[src/rtl/mips_mem_pkg.sv]
// Shared memory-side types for the MIPS datapath: store buffer sizing and entry layout.
package mips_mem_pkg;

  localparam int SB_DEPTH  = 4;
  localparam int SB_ADDR_W = 32;
  localparam int SB_DATA_W = 32;

  typedef struct packed {
    logic [SB_ADDR_W-1:0] addr;
    logic [SB_DATA_W-1:0] data;
    logic                 valid;
  } sb_entry_t;

endpackage

[src/rtl/store_buffer_if.sv]
// Datapath-side and memory-side signals of the store buffer in one bundle.
interface store_buffer_if #(
  parameter int ADDR_W = 32,
  parameter int DATA_W = 32
);
  logic              st_valid;
  logic [ADDR_W-1:0] st_addr;
  logic [DATA_W-1:0] st_data;
  logic              st_ready;
  logic              stall;
  logic              ld_valid;
  logic [ADDR_W-1:0] ld_addr;
  logic [DATA_W-1:0] ld_data;
  logic              empty;
  logic              memRead;
  logic              memWrite;
  logic [ADDR_W-1:0] mem_address;
  logic [DATA_W-1:0] mem_write_Data;
  logic [DATA_W-1:0] mem_read_Data;

  // master: datapath plus data memory, i.e. everything around the buffer
  modport master (
    output st_valid, st_addr, st_data, ld_valid, ld_addr, mem_read_Data,
    input  st_ready, stall, ld_data, empty, memRead, memWrite, mem_address, mem_write_Data
  );

  modport slave (
    input  st_valid, st_addr, st_data, ld_valid, ld_addr, mem_read_Data,
    output st_ready, stall, ld_data, empty, memRead, memWrite, mem_address, mem_write_Data
  );
endinterface

[src/rtl/store_buffer_fwd.sv]
// Youngest-match search over pending stores for load forwarding.
module store_buffer_fwd
  import mips_mem_pkg::*;
#(
  parameter  int DEPTH = SB_DEPTH,
  localparam int PTR_W = $clog2(DEPTH)
) (
  input  sb_entry_t              entries [DEPTH],
  input  logic [PTR_W-1:0]       head,
  input  logic [SB_ADDR_W-1:0]   ld_addr,
  output logic                   hit,
  output logic [SB_DATA_W-1:0]   data
);

  logic [PTR_W-1:0] idx;

  // Walk oldest to youngest; a later match overwrites, leaving the youngest.
  always_comb begin
    hit  = 1'b0;
    data = '0;
    idx  = '0;
    for (int i = 0; i < DEPTH; i++) begin
      idx = head + PTR_W'(i);
      if (entries[idx].valid && (entries[idx].addr == ld_addr)) begin
        hit  = 1'b1;
        data = entries[idx].data;
      end
    end
  end

endmodule

[src/rtl/store_buffer.sv]
// Posted-write buffer between datapath and single-port data memory, with load forwarding.
module store_buffer
  import mips_mem_pkg::*;
#(
  parameter  int DEPTH  = SB_DEPTH,
  parameter  int ADDR_W = SB_ADDR_W,
  parameter  int DATA_W = SB_DATA_W,
  localparam int PTR_W  = $clog2(DEPTH),
  localparam int CNT_W  = PTR_W + 1
) (
  input logic           clk,
  input logic           reset,
  store_buffer_if.slave sb
);

  sb_entry_t        entries [DEPTH];
  logic [PTR_W-1:0] head;
  logic [PTR_W-1:0] tail;
  logic [CNT_W-1:0] count;

  logic              full;
  logic              is_empty;
  logic              enq;
  logic              drain;
  logic              fwd_hit;
  logic [DATA_W-1:0] fwd_data;
  logic              ld_hit;
  logic              ld_miss;

  store_buffer_fwd #(.DEPTH(DEPTH)) u_fwd (
    .entries (entries),
    .head    (head),
    .ld_addr (sb.ld_addr),
    .hit     (fwd_hit),
    .data    (fwd_data)
  );

  assign full     = (count == CNT_W'(DEPTH));
  assign is_empty = (count == '0);
  assign ld_hit   = sb.ld_valid & fwd_hit;
  assign ld_miss  = sb.ld_valid & ~fwd_hit;

  // Full is sampled from registered count only, so a same-cycle drain cannot admit a store.
  assign enq   = sb.st_valid & ~full;
  assign drain = ~reset & ~ld_miss & ~is_empty;

  assign sb.st_ready = ~full;
  assign sb.stall    = sb.st_valid & full;
  assign sb.empty    = is_empty;

  always_comb begin
    sb.memRead        = 1'b0;
    sb.memWrite       = 1'b0;
    sb.mem_address    = {ADDR_W{1'b0}};
    sb.mem_write_Data = {DATA_W{1'b0}};
    if (ld_miss) begin
      sb.memRead     = 1'b1;
      sb.mem_address = sb.ld_addr;
    end else if (drain) begin
      sb.memWrite       = 1'b1;
      sb.mem_address    = entries[head].addr;
      sb.mem_write_Data = entries[head].data;
    end
  end

  always_comb begin
    sb.ld_data = {DATA_W{1'b0}};
    if (ld_hit)
      sb.ld_data = fwd_data;
    else if (ld_miss)
      sb.ld_data = sb.mem_read_Data;
  end

  always_ff @(posedge clk) begin
    if (reset) begin
      head  <= '0;
      tail  <= '0;
      count <= '0;
      for (int i = 0; i < DEPTH; i++)
        entries[i] <= '0;
    end else begin
      // enq and drain never touch the same slot: enq needs !full, drain needs !empty
      if (enq) begin
        entries[tail] <= '{addr: sb.st_addr, data: sb.st_data, valid: 1'b1};
        tail          <= tail + PTR_W'(1);
      end
      if (drain) begin
        entries[head].valid <= 1'b0;
        head                <= head + PTR_W'(1);
      end
      count <= count + CNT_W'(enq) - CNT_W'(drain);
    end
  end

endmodule

[src/flat_wrapper.sv]
// flat-port wrapper written by rule: the top's interface ports become plain ports
module store_buffer_flat import mips_mem_pkg::*;
#(
  parameter  int DEPTH  = SB_DEPTH,
  parameter  int ADDR_W = SB_ADDR_W,
  parameter  int DATA_W = SB_DATA_W,
  localparam int PTR_W  = $clog2(DEPTH),
  localparam int CNT_W  = PTR_W + 1
)
  (clk, reset, sb_st_valid, sb_st_addr, sb_st_data, sb_ld_valid, sb_ld_addr, sb_mem_read_Data, sb_st_ready, sb_stall, sb_ld_data, sb_empty, sb_memRead, sb_memWrite, sb_mem_address, sb_mem_write_Data);
  store_buffer_if #(.ADDR_W(ADDR_W), .DATA_W(DATA_W)) sb_i ();
  input logic clk;
  input logic reset;
  input wire logic [$bits(sb_i.st_valid)-1:0] sb_st_valid;
  input wire logic [$bits(sb_i.st_addr)-1:0] sb_st_addr;
  input wire logic [$bits(sb_i.st_data)-1:0] sb_st_data;
  input wire logic [$bits(sb_i.ld_valid)-1:0] sb_ld_valid;
  input wire logic [$bits(sb_i.ld_addr)-1:0] sb_ld_addr;
  input wire logic [$bits(sb_i.mem_read_Data)-1:0] sb_mem_read_Data;
  output wire logic [$bits(sb_i.st_ready)-1:0] sb_st_ready;
  output wire logic [$bits(sb_i.stall)-1:0] sb_stall;
  output wire logic [$bits(sb_i.ld_data)-1:0] sb_ld_data;
  output wire logic [$bits(sb_i.empty)-1:0] sb_empty;
  output wire logic [$bits(sb_i.memRead)-1:0] sb_memRead;
  output wire logic [$bits(sb_i.memWrite)-1:0] sb_memWrite;
  output wire logic [$bits(sb_i.mem_address)-1:0] sb_mem_address;
  output wire logic [$bits(sb_i.mem_write_Data)-1:0] sb_mem_write_Data;
  assign sb_i.st_valid = sb_st_valid;
  assign sb_i.st_addr = sb_st_addr;
  assign sb_i.st_data = sb_st_data;
  assign sb_i.ld_valid = sb_ld_valid;
  assign sb_i.ld_addr = sb_ld_addr;
  assign sb_i.mem_read_Data = sb_mem_read_Data;
  assign sb_st_ready = sb_i.st_ready;
  assign sb_stall = sb_i.stall;
  assign sb_ld_data = sb_i.ld_data;
  assign sb_empty = sb_i.empty;
  assign sb_memRead = sb_i.memRead;
  assign sb_memWrite = sb_i.memWrite;
  assign sb_mem_address = sb_i.mem_address;
  assign sb_mem_write_Data = sb_i.mem_write_Data;
  store_buffer #(.DEPTH(DEPTH), .ADDR_W(ADDR_W), .DATA_W(DATA_W)) u_core (.clk(clk), .reset(reset), .sb(sb_i));
endmodule
[config.mk]
export PLATFORM = sky130hd
export DESIGN_NAME = store_buffer_flat
export DESIGN_NICKNAME = d
export VERILOG_FILES = /design/src/rtl/mips_mem_pkg.sv /design/src/rtl/store_buffer_if.sv /design/src/rtl/store_buffer_fwd.sv /design/src/rtl/store_buffer.sv /design/src/flat_wrapper.sv
export SDC_FILE = /design/constraint.sdc
export NUM_CORES = 1
export LEC_CHECK = 0
export BUFFER_PORTS_ARGS = -buffer_cell sky130_fd_sc_hd__buf_2
export CORE_ASPECT_RATIO = 1.25
export CORE_MARGIN = 3
export CORE_UTILIZATION = 54
export CTS_CLUSTER_SIZE = 14
export DETAILED_ROUTE_END_ITERATION = 7
export MAX_ROUTING_LAYER = met4
export PLACE_DENSITY = 0.78
export SLEW_MARGIN = 40
export SYNTH_ARGS = -nofsm -noshare
export SYNTH_HDL_FRONTEND = slang
export SYNTH_SLANG_ARGS = --single-unit
[constraint.sdc]
create_clock -name clk -period 5.8 [get_ports clk]
set_input_delay 0.87 -clock clk [delete_from_list [all_inputs] [get_ports clk]]
set_output_delay 0.87 -clock clk [all_outputs]
set_load 0.005 [all_outputs]
Yosys cells after proc, flatten, opt, wreduce, memory -nomap -nowiden
Index checks and enable logic that the tools add are counted.

cells by class
  add/sub/neg operators = 6
  $lt $le $gt $ge = 7
  equal/unequal tests = 5
  mux-type cells = 38
  bitwise operators = 16
  reduce and logical (&&, ||, !) cells = 7

operators by type and width
  operator               number
  $mux W260              3
  $mux W65               9
  $bmux W65 S2           4
  $bwmux W260            2
  $mux W32               10
  $demux W65 S2          2
  $eq A32 B32 Y1         4
  $ge A3 B3 Y1 const B   5
  $not A2 Y3             5
  $mux W1                8
  $and A1 B1 Y1          6
  $logic_and A1 B1 Y1    6
  $lt A3 B1 Y1 const B   2
  $not A1 Y1             5
  $add A2 B1 Y2 const B  2
  $add A2 B2 Y2 const B  2
  $add A3 B1 Y3          1
  $eq A3 B3 Y1 const B   1
  $logic_not A3 Y1       1
  $sub A3 B1 Y3          1

storage, ports and cells
  bits in registers = 267
  input bits = 132
  output and inout port bits = 101
  logic and storage cells = 94

Depth between registers and ports, before layout
Gate-level depths: netlist (run 1).

  depth after elaboration = 17
  depth in mapped cells = 26
  depth with buffers taken out = 17

By module
From an unflattened synthesis (run 1), not the netlist that was laid out.

second synthesis, totals
  cell total of the unflattened synthesis = 2,277
  area, all modules = 22,871.9 sq um

modules (own cells, without submodules)
  module            instances  cells each  area an instance (sq um)
  store_buffer      1          1,189       13,294.0
  store_buffer_fwd  1          1,088       9,577.9

Worst setup path after synthesis (run 1)
OpenSTA, ideal clock, no wires.

  path type = reg2reg
  start point = register u_core.head[1]
  end point = register u_core.count[1]
  arrival time = 5.438 ns
  required time = 5.673 ns
  setup slack = 0.234 ns
  stages on the path, launching flop included = 25
  path buffers = 8
  period minus slack after synthesis = 5.566 ns
  path through = dfxtp_1 > clkinv_1 > buf_1 > clkbuf_1 > clkbuf_1 > clkbuf_1 > ha_1 > buf_2 > buf_2 > mux4_2 > xnor2_1 > nand4_1 > or4_1 > or2_1 > nor3_2 > nor4_2 > and2_4 > buf_6 > buf_6 > nor2_1 > ha_1 > inv_1 > ha_1 > fa_1 > nor2b_1

on the way
  longest elaborated chain between the ends = 16
  elaborated cells between the ends (all ways) = 37

RTL lines
  what                                                                     RTL line                                        RTL
  from (decl)                                                              store_buffer.sv:17                              logic [PTR_W-1:0] head;
  from (signal assigned)                                                   store_buffer.sv:89                              head <= head + PTR_W'(1);
  $add A2 B1 Y2 / $not A2 Y3 (equally long branches)                       store_buffer_fwd.sv:23, store_buffer_fwd.sv:24
  $not A2 Y3 (implied by the code) / $bmux W65 S2 (equally long branches)  store_buffer_fwd.sv:24                          if (entries[idx].valid && (entries[idx].addr == ld_addr)) begin
  $bmux W65 S2 / $mux W65 (equally long branches)                          store_buffer_fwd.sv:24
  $mux W65 (on tied branches)                                              --
  $mux W65 / $eq A32 B32 Y1 (equally long branches)                        --
  $eq A32 B32 Y1 / $logic_and A1 B1 Y1 (equally long branches)             store_buffer_fwd.sv:24
  $logic_and A1 B1 Y1 / $mux W1 (equally long branches)                    store_buffer_fwd.sv:24
  $mux W1 (2 in a row)                                                     store_buffer_fwd.sv:24
  $mux W1 (*)                                                              store_buffer_fwd.sv:24
  $not A1 Y1 (*)                                                           store_buffer.sv:41                              assign ld_miss = sb.ld_valid & ~fwd_hit;
  $and A1 B1 Y1 (*)                                                        store_buffer.sv:41
  $not A1 Y1 (*)                                                           store_buffer.sv:45                              assign drain = ~reset & ~ld_miss & ~is_empty;
  $and A1 B1 Y1 (*) (2 in a row)                                           store_buffer.sv:45
  $sub A3 B1 Y3 (*)                                                        store_buffer.sv:91                              count <= count + CNT_W'(enq) - CNT_W'(drain);
  to (signal assigned)                                                     store_buffer.sv:91
  to (decl)                                                                store_buffer.sv:19                              logic [CNT_W-1:0] count;

Mark *: on every way between the ends. The rest lies on a longest branch, timed or not. The select of a mux whose other input is x is not followed.
A chain may end at the register's enable or synchronous reset.

Worst setup path in the final report (run 1)
  start point = register u_core.head[0]
  end point = output port sb_ld_data[22]

on the way
  elaborated cells between the ends (all ways) = 40

RTL lines
  what                                             RTL line                                        RTL
  $add A2 B2 Y2 (*)                                store_buffer_fwd.sv:23                          idx = head + PTR_W'(i);
  named net u_core.u_fwd.idx[0]                    store_buffer_fwd.sv:15                          logic [PTR_W-1:0] idx;
  $not A2 Y3 (implied by the code) (*)             store_buffer_fwd.sv:24, store_buffer_fwd.sv:26
  $bmux W65 S2 (*)                                 store_buffer_fwd.sv:24, store_buffer_fwd.sv:26
  $mux W65 (implied by the code) (*) (2 in a row)  store_buffer_fwd.sv:26                          data = entries[idx].data;
  $eq A32 B32 Y1                                   store_buffer_fwd.sv:24
  $logic_and A1 B1 Y1                              store_buffer_fwd.sv:24
  $mux W1                                          store_buffer_fwd.sv:24
  $not A1 Y1                                       store_buffer.sv:41
  $and A1 B1 Y1                                    store_buffer.sv:41
  $mux W32                                         store_buffer.sv:70                              else if (ld_miss)
  $mux W32 (*)                                     store_buffer.sv:68                              if (ld_hit)
  to (decl)                                        flat_wrapper.sv:22                              output wire logic [$bits(sb_i.ld_data)-1:0] sb_ld_data;

The timed path passes the listed nets; every way through them passes the cells marked *. The select of a mux whose other input is x is not followed.

==> results of run 1 <==
## layout make-up
cell class,instances,area share (%)
Inverter,22,0.3896
Sequential cell,267,24.15
Clock buffer,40,3.828
Timing Repair Buffer,306,9.033
Multi-Input combinational cell,1836,59.03
Tap cell,474,2.676
Antenna cell,7,0.07904
Clock inverter,13,0.8130
## synth_stat cells, drive strengths merged (38+ instances only)
library cell,count,area [µm²]
xnor2,71,621.9
buf,88,594.3
mux2i,142,1438
mux4,115,2590
o21ai,74,370.3
nor2,72,270.3
mux2,53,611.8
a21oi,313,1570
dfxtp,267,5345
a211oi,38,290.3
clkbuf,140,525.5
nand2,594,2230
## placed cells by master, fill, tap and decap left out, drive strengths merged, types with 32 or more instances in the layout
master / netlist / final
a211oi: 38 / 38
a21oi: 313 / 313
o21a: 32 / 32
xnor2: 71 / 71
nor3b: 32 / 32
mux2i: 142 / 142
nand2: 594 / 594
o21ai: 74 / 74
a22o: 36 / 36
nor2: 72 / 72
clkbuf: 140 / 43
mux2: 53 / 53
nand3: 34 / 34
buf: 88 / 302
mux4: 115 / 115
a221oi: 37 / 37
dfxtp: 267 / 267
## routing by layer
layer  vias up  wire, µm  GRT usage (%)  share of wire [%]
met1      9535     25960          42.79                 36
met4         0      3918          18.54                5.5
met2      1289     34630          60.13                 49
li1       8673         -              -                  -
met3       288      6762          5.561                9.5
met5         -         0              -                  0
## cells by family (layout without fill, tap and decap cells)
kind of cell | count (synthesis) | in the layout | synth area share [%]
simple gates | 819 | 819 | 18.77
xor+xnor | 100 | 100 | 4.484
buf+inv | 250 | 381 | 6.156
flops | 267 | 267 | 27.37
fa+ha+maj | 11 | 11 | 0.7431
compound gates | 596 | 596 | 18.73
mux | 310 | 310 | 23.75
other cells | 0 | 7 | 0
## power by group
| part | total (mW) | internal (mW) | switching (mW) |
|---|---|---|---|
| clock | 2.00 | 1.20 | 0.801 |
| sequential | 2.20 | 2.01 | 0.190 |
| combinational | 3.36 | 1.39 | 1.97 |
| total | 7.56 | 4.60 | 2.96 |
## how the worst min path moves through the flow
stage,from,to,cells past startpoint
finish,flip-flop,flip-flop,2
global route,flip-flop,flip-flop,2
CTS,flip-flop,flip-flop,2
detailed placement,flip-flop,flip-flop,2
global placement,flip-flop,flip-flop,2
floorplan,flip-flop,flip-flop,2
## worst max-delay path, delay by kind of cell (launching register included)
family,cells,cell delay [ns]
AOI/OAI and AO/OA,3,0.54
and+or+nand+nor,4,1.44
buffers and inverters,5,0.86
DFF,1,0.43
adders and majority gates,1,0.33
muxes,1,0.31
xor gates and xnor gates,1,0.33
## per-stage QoR
stage               std cells  utilization (%)  instance area [µm²]  worst slack [ns]  hold WS (ns)
floorplan                2353                -                19530            0.2345        0.4452
global placement         2888            58.54                20810            0.5125        0.4566
detailed placement       2889            58.65                20850            0.4615        0.4660
CTS                      2944            61.72                21940          0.006044        0.4742
global route             2965            62.34                22160          -0.02248        0.5003
finish                   2965            62.34                22160           0.09649        0.4769
## repair_timing
item / in CTS / in global routing
setup endpoints to repair: 32 / 52
pin swaps: 1 / 2
resized for setup: 2 / 3
hold buffers: 0 / 0
cloned: 1 / 2
buffers inserted: 1 / 12
==> metrics.md, run 1 <==
| Metric | Value |
|---|---|
| Sequential fraction of the synthesis area | `roughly 27%` |
| Reg area | `5353 µm²` |
| Synthesis-stage register bit count | `approximately 270` |
| WL final | `71270 µm` |
| Vias in the first global route | `18630` |
| Crit Path Class | `flip-flop to output port` |
| Setup TNS | `0 ns` |
| Slowest stage delay, CP | `~0.57 ns` |
| Min Tclk post-route | `5.704 ns` |
| Tot Pwr | `7.561 mW` |
| Die area | `~39000 µm²` |
| # IOs | `about 230` |
| Die height | `around 220 µm` |
| Clock Path Buffers | `3` |
| CTS tree | `yes` |
| Largest net degree at the start of global routing | `between 100 and 150` |
| Num Clock Sinks | `267` |
| Gate Count Post-Synth | `2353` |
| Multi-input combinational cell area | `~13000 µm²` |
| Slowest-stage cell, CP | `or4_1` |
| Max IR drop VDD | `233.5 µV` |
| Number of antenna violations at the first check in global routing | `7` |
| Initial Util | `approximately 55%` |
| Final setup viols | `0` |
| Gpl congestion | `1.025` |
| Area grow syn2layout | `13.47%` |
| Status | `completed` |
| Post-DR wirelength/cell | `24.04 µm` |
| Max Clock Freq | `approximately 180 MHz` |
| Rel. slew slack | `41.52%` |
| Synth Flop Type | `dfxtp_1` |
| FF-to-FF Start | `u_core.head[0]` |
| Syn Nets | `around 2500` |
| Syn_area_per_cell | `approximately 8.3 µm²` |
| Drt drc | `0` |
| R2R depth | `18` |
| Post-Syn Area | `approximately 20000 µm²` |
| Worst path cell trace | `clkinv_1 -> ha_4 -> buf_12 -> mux4_2 -> xnor2_1 -> nand4_1 -> or4_1 -> or2_1 -> nor3_4 -> buf_12 -> o31ai_4 -> buf_12 -> a211oi_1 -> o21a_1 -> buf_2` |
| Ys Warns | `0` |
| CTS Root Cell | `clkbuf_16` |
| Reg2reg setup slack | `0.89 ns` |
| Tcrit/Tclk final | `between 90% and 100%` |
| Pre-antenna DRT Iters | `6` |
| Startpoint Class | `flip-flop` |
| CP endpoint | `sb_ld_data[22]` |
| Element type at the critical path end | `output port` |
| First-pass GRT wire length | `107300 µm` |
| Clock Skews | `approximately 0.011 ns` |
| Fillers | `~3000` |
| CP Max Fanout | `33` |
| CP Data Arrival Time | `4.83 ns` |
| Total gr overflow | `0` |
| Final Hold Vio Count | `0` |
| First DRT Iteration DRCs | `2456` |
| Slew @ Worst Pin | `between 0.8 and 0.9 ns` |
| Capturing point of the worst reg2reg path | `u_core.count[2]` |
| Die X | `176.1 µm` |
| CP startpoint | `u_core.head[0]` |
| Data required, critical path | `4.93 ns` |
| Worst Hold Class | `flip-flop to flip-flop` |
| Final Max Slew Viols | `0` |
| Synth async-reset ratio | `0%` |
| PortBufs | `roughly 230` |
| Drt via density | `about 6.7` |
| CTS buffer count | `29` |
| Fraction of layout cells with a size suffix above 1 | `approximately 23%` |
| Post-detailed-placement half-perimeter wirelength | `48190 µm` |
| Power density cells | `341.2 nW/µm²` |
| EDFF count, synth | `0` |
| Max_cap viols | `0` |
| Antenna Nets Post-Route | `0` |
| Layout Nets | `2605` |
| Rows | `77` |
| Routed via count | `slightly below 20000` |
| Clock slew at reported path FFs | `about 0.070 ns` |
| Cell variety after synth | `80` |
| Tot GR Track Use | `between 30% and 40%` |
| Most Frequent Cell on Critical Path | `buf_12` |
| Core Box Area | `around 36000 µm²` |
| Worst skew pair latency | `between 0.5 and 0.6 ns` |
| Leakage | `about 7.9 nW` |
| H-tree Lvls | `1` |
No activity file was read; power rests on OpenSTA's default activity.
==> run 2: changes to the inputs <==
CORE_UTILIZATION = 59   (was 54)
MAX_ROUTING_LAYER = unset   (was met4)
PLACE_DENSITY = 0.81   (was 0.78)
clock period = 5.6 ns   (was 5.8 ns; I/O delays follow)
==> run 2 against run 1 <==
The run now ends with design-rule violations left. Critical path depth is the same. Register-to-register slack lost 0.07 ns. Clock power is essentially flat. Worst hold slack gained 0.0010 ns. Final area shrank 0.63%. First-iteration DRC count grew 8.7%. Sequential cell count is the same. Largest cell class unchanged. Largest power group unchanged. Highest routed layer is now met5.
==> metrics.md, run 2 (synthesized netlist as in run 1, its figures left out) <==
| Metric | Value |
|---|---|
| CP Data Arrival Time | `4.72 ns` |
| WL final | `71870 µm` |
| PortBufs | `~230` |
| Max_cap viols | `0` |
| Crit path buffers/inverters | `5` |
| Rows | `73` |
| Total gr overflow | `0` |
| Multi-input combinational cell area | `around 13000 µm²` |
| CTS tree | `yes` |
| Final Max Slew Viols | `0` |
| FF-to-FF Start | `u_core.head[0]` |
| Pre-antenna DRT Iters | `8` |
| Hold Slack | `0.4779 ns` |
| Slowest stage delay, CP | `0.56 ns` |
| Fraction of layout cells with a size suffix above 1 | `22.97%` |
| H-tree Lvls | `1` |
| Hold-fix buffers at CTS | `0` |
| Slew @ Worst Pin | `between 0.8 and 0.9 ns` |
| Power density cells | `about 350 nW/µm²` |
| Reg area | `about 5400 µm²` |
| Final setup viols | `0` |
| Sequential power share | `between 20% and 30%` |
| Gpl congestion | `between 1 and 1.5` |
| Drt drc | `1` |
| Vias in the first global route | `19430` |
| Tot GR Track Use | `between 30% and 40%` |
| Antenna Nets Post-Route | `0` |
| Crit Path Class | `flip-flop to output port` |
| Die X | `between 150 and 200 µm` |
| Core Box Area | `32240 µm²` |
| Rel. slew slack | `around 45%` |
| First-pass GRT wire length | `between 100000 and 150000 µm` |
| Fillers | `around 2600` |
| Initial Util | `between 60% and 70%` |
| Element type at the critical path end | `output port` |
| Pint | `around 4.6 mW` |
| Die height | `between 200 and 250 µm` |
| Max Clock Freq | `around 180 MHz` |
| Min Tclk post-route | `around 5.6 ns` |
| Switching share of total power | `a little under 40%` |
| Clock Skews | `~0.021 ns` |
| Startpoint Class | `flip-flop` |
| Most common cell after layout, fill and taps aside | `nand2_1` |
| Drt via density | `just under 7` |
| Data required, critical path | `~4.8 ns` |
| Psw | `just over 3 mW` |
| Worst skew pair latency | `~0.57 ns` |
| Number of antenna violations at the first check in global routing | `9` |
| Worst Hold Class | `flip-flop to flip-flop` |
| Clock power frac | `between 20% and 30%` |
| Commonest cells after routing, fill and taps aside | `590 x nand2_1, 312 x a21oi_1, 265 x dfxtp_1` |
| Clock Path Buffers | `3` |
| CTS buffer count | `28` |
| Tcrit/Tclk final | `between 90% and 100%` |
| Largest net degree at the start of global routing | `roughly 100` |
| Routed via count | `20000` |
| Comb pwr share | `approximately 45%` |
| Final Hold Vio Count | `0` |
| CP startpoint | `u_core.head[0]` |
| Failing checks | `design-rule violations` |
| Post-detailed-placement half-perimeter wirelength | `just under 50000 µm` |
| Clock slew at reported path FFs | `around 0.06 ns` |
| Area grow syn2layout | `12.75%` |
| Status | `finished with violations` |
| Placed Area | `20790 µm²` |
| Worst path cell trace | `clkinv_1 -> ha_4 -> buf_4 -> mux4_2 -> xnor2_1 -> nand4_1 -> or4_1 -> or2_1 -> nor3_4 -> buf_12 -> o31ai_4 -> buf_4 -> a211oi_1 -> o21a_1 -> buf_2` |
| CTS Root Cell | `clkbuf_16` |
| Design area | `22020 µm²` |
| Num Clock Sinks | `267` |
| Leakage | `between 7 and 8 nW` |
| Layout Nets | `between 2000 and 3000` |
| Slowest-stage cell, CP | `or4_1` |
| Crit-path leading delay family | `simple AND/OR/NAND/NOR gates` |
| Die area | `35340 µm²` |
| CP Max Fanout | `17` |
| Most Frequent Cell on Critical Path | `buf_4` |
| # IOs | `233` |
| Max IR drop VDD | `roughly 280 µV` |
| First DRT Iteration DRCs | `about 2700` |
| Post-DR wirelength/cell | `~25 µm` |
==> run 2: cell count changes in the layout (fill, tap and decap cells not counted), sizes merged <==
cell,change
clkbuf,+4
diode,+2
buf,-2
clkinv,-2
clkinvlp,-1
bufinv,-2
==> run 2: worst paths after layout <==
path	end	slack [ns]	cells past startpoint
min	flip-flop	0.48	2
max	sb_ld_data[4]	0.04	15
min reg2reg	flip-flop	0.48	2
max reg2reg	u_core.count[1]	0.82	17
==> run 2: worst reg2reg max path, stage by stage, from the launching register on <==
cell      delay [ns]
dfxtp_4         0.40
clkinv_1        0.14
ha_4            0.33
buf_4           0.24
mux4_2          0.34
xnor2_1         0.26
nand4_1         0.21
or4_1           0.56
or2_1           0.30
nor3_4          0.32
nor4_4          0.06
and2_4          0.28
nor2_1          0.18
ha_1            0.25
inv_1           0.06
ha_1            0.16
fa_1            0.41
nor2b_1         0.14
==> run 2: through the flow <==
step	cells	total power [mW]	setup slack, ns	TNS [ns]	util [%]
after floorplan	2353	4.666	0.03448	0	-
after global placement	2828	5.416	0.4408	0	64.39
after detailed placement	2828	5.501	0.3294	0	64.47
after CTS	2887	7.564	0.03986	0	67.89
after global routing	2901	7.972	-0.006850	-0.01292	68.29
final	2902	7.683	0.04462	0	68.30
==> run 2: area by class of cell <==
cell class | count | share of cell area [%]
timing repair buffer | 304 | 9.080
multi-input combinational | 1836 | 59.39
clock inverter | 8 | 0.4489
sequential | 267 | 24.31
clock buffer | 44 | 3.960
inverter | 22 | 0.3750
tap | 412 | 2.341
antenna | 9 | 0.1023
==> run 2: what timing repair did <==
item	in CTS	in global routing
buffers inserted	6	4
endpoints found under the hold margin	0	0
pin swaps	2	4
cloned	1	2
resized for setup	1	2
endpoints found under the setup margin	82	26
==> run 2: metal layers <==
layer,vias up,wire length (µm),global-route usage (%)
li1,8669,-,-
met1,9527,24720,44.38
met2,1449,34710,64.70
met3,351,7128,7.913
met4,2,5293,25.26
met5,-,13,0
==> run 2: power groups by stage <==
stage                     logic, mW  registers, mW  clock network (mW)
after global placement         3.13           2.29                   0
after global routing           3.64           2.29                2.04
after detailed placement       3.20           2.30                   0
final                          3.44           2.28                1.97
after CTS                      3.33           2.27                1.97
after floorplan                2.43           2.24                   0
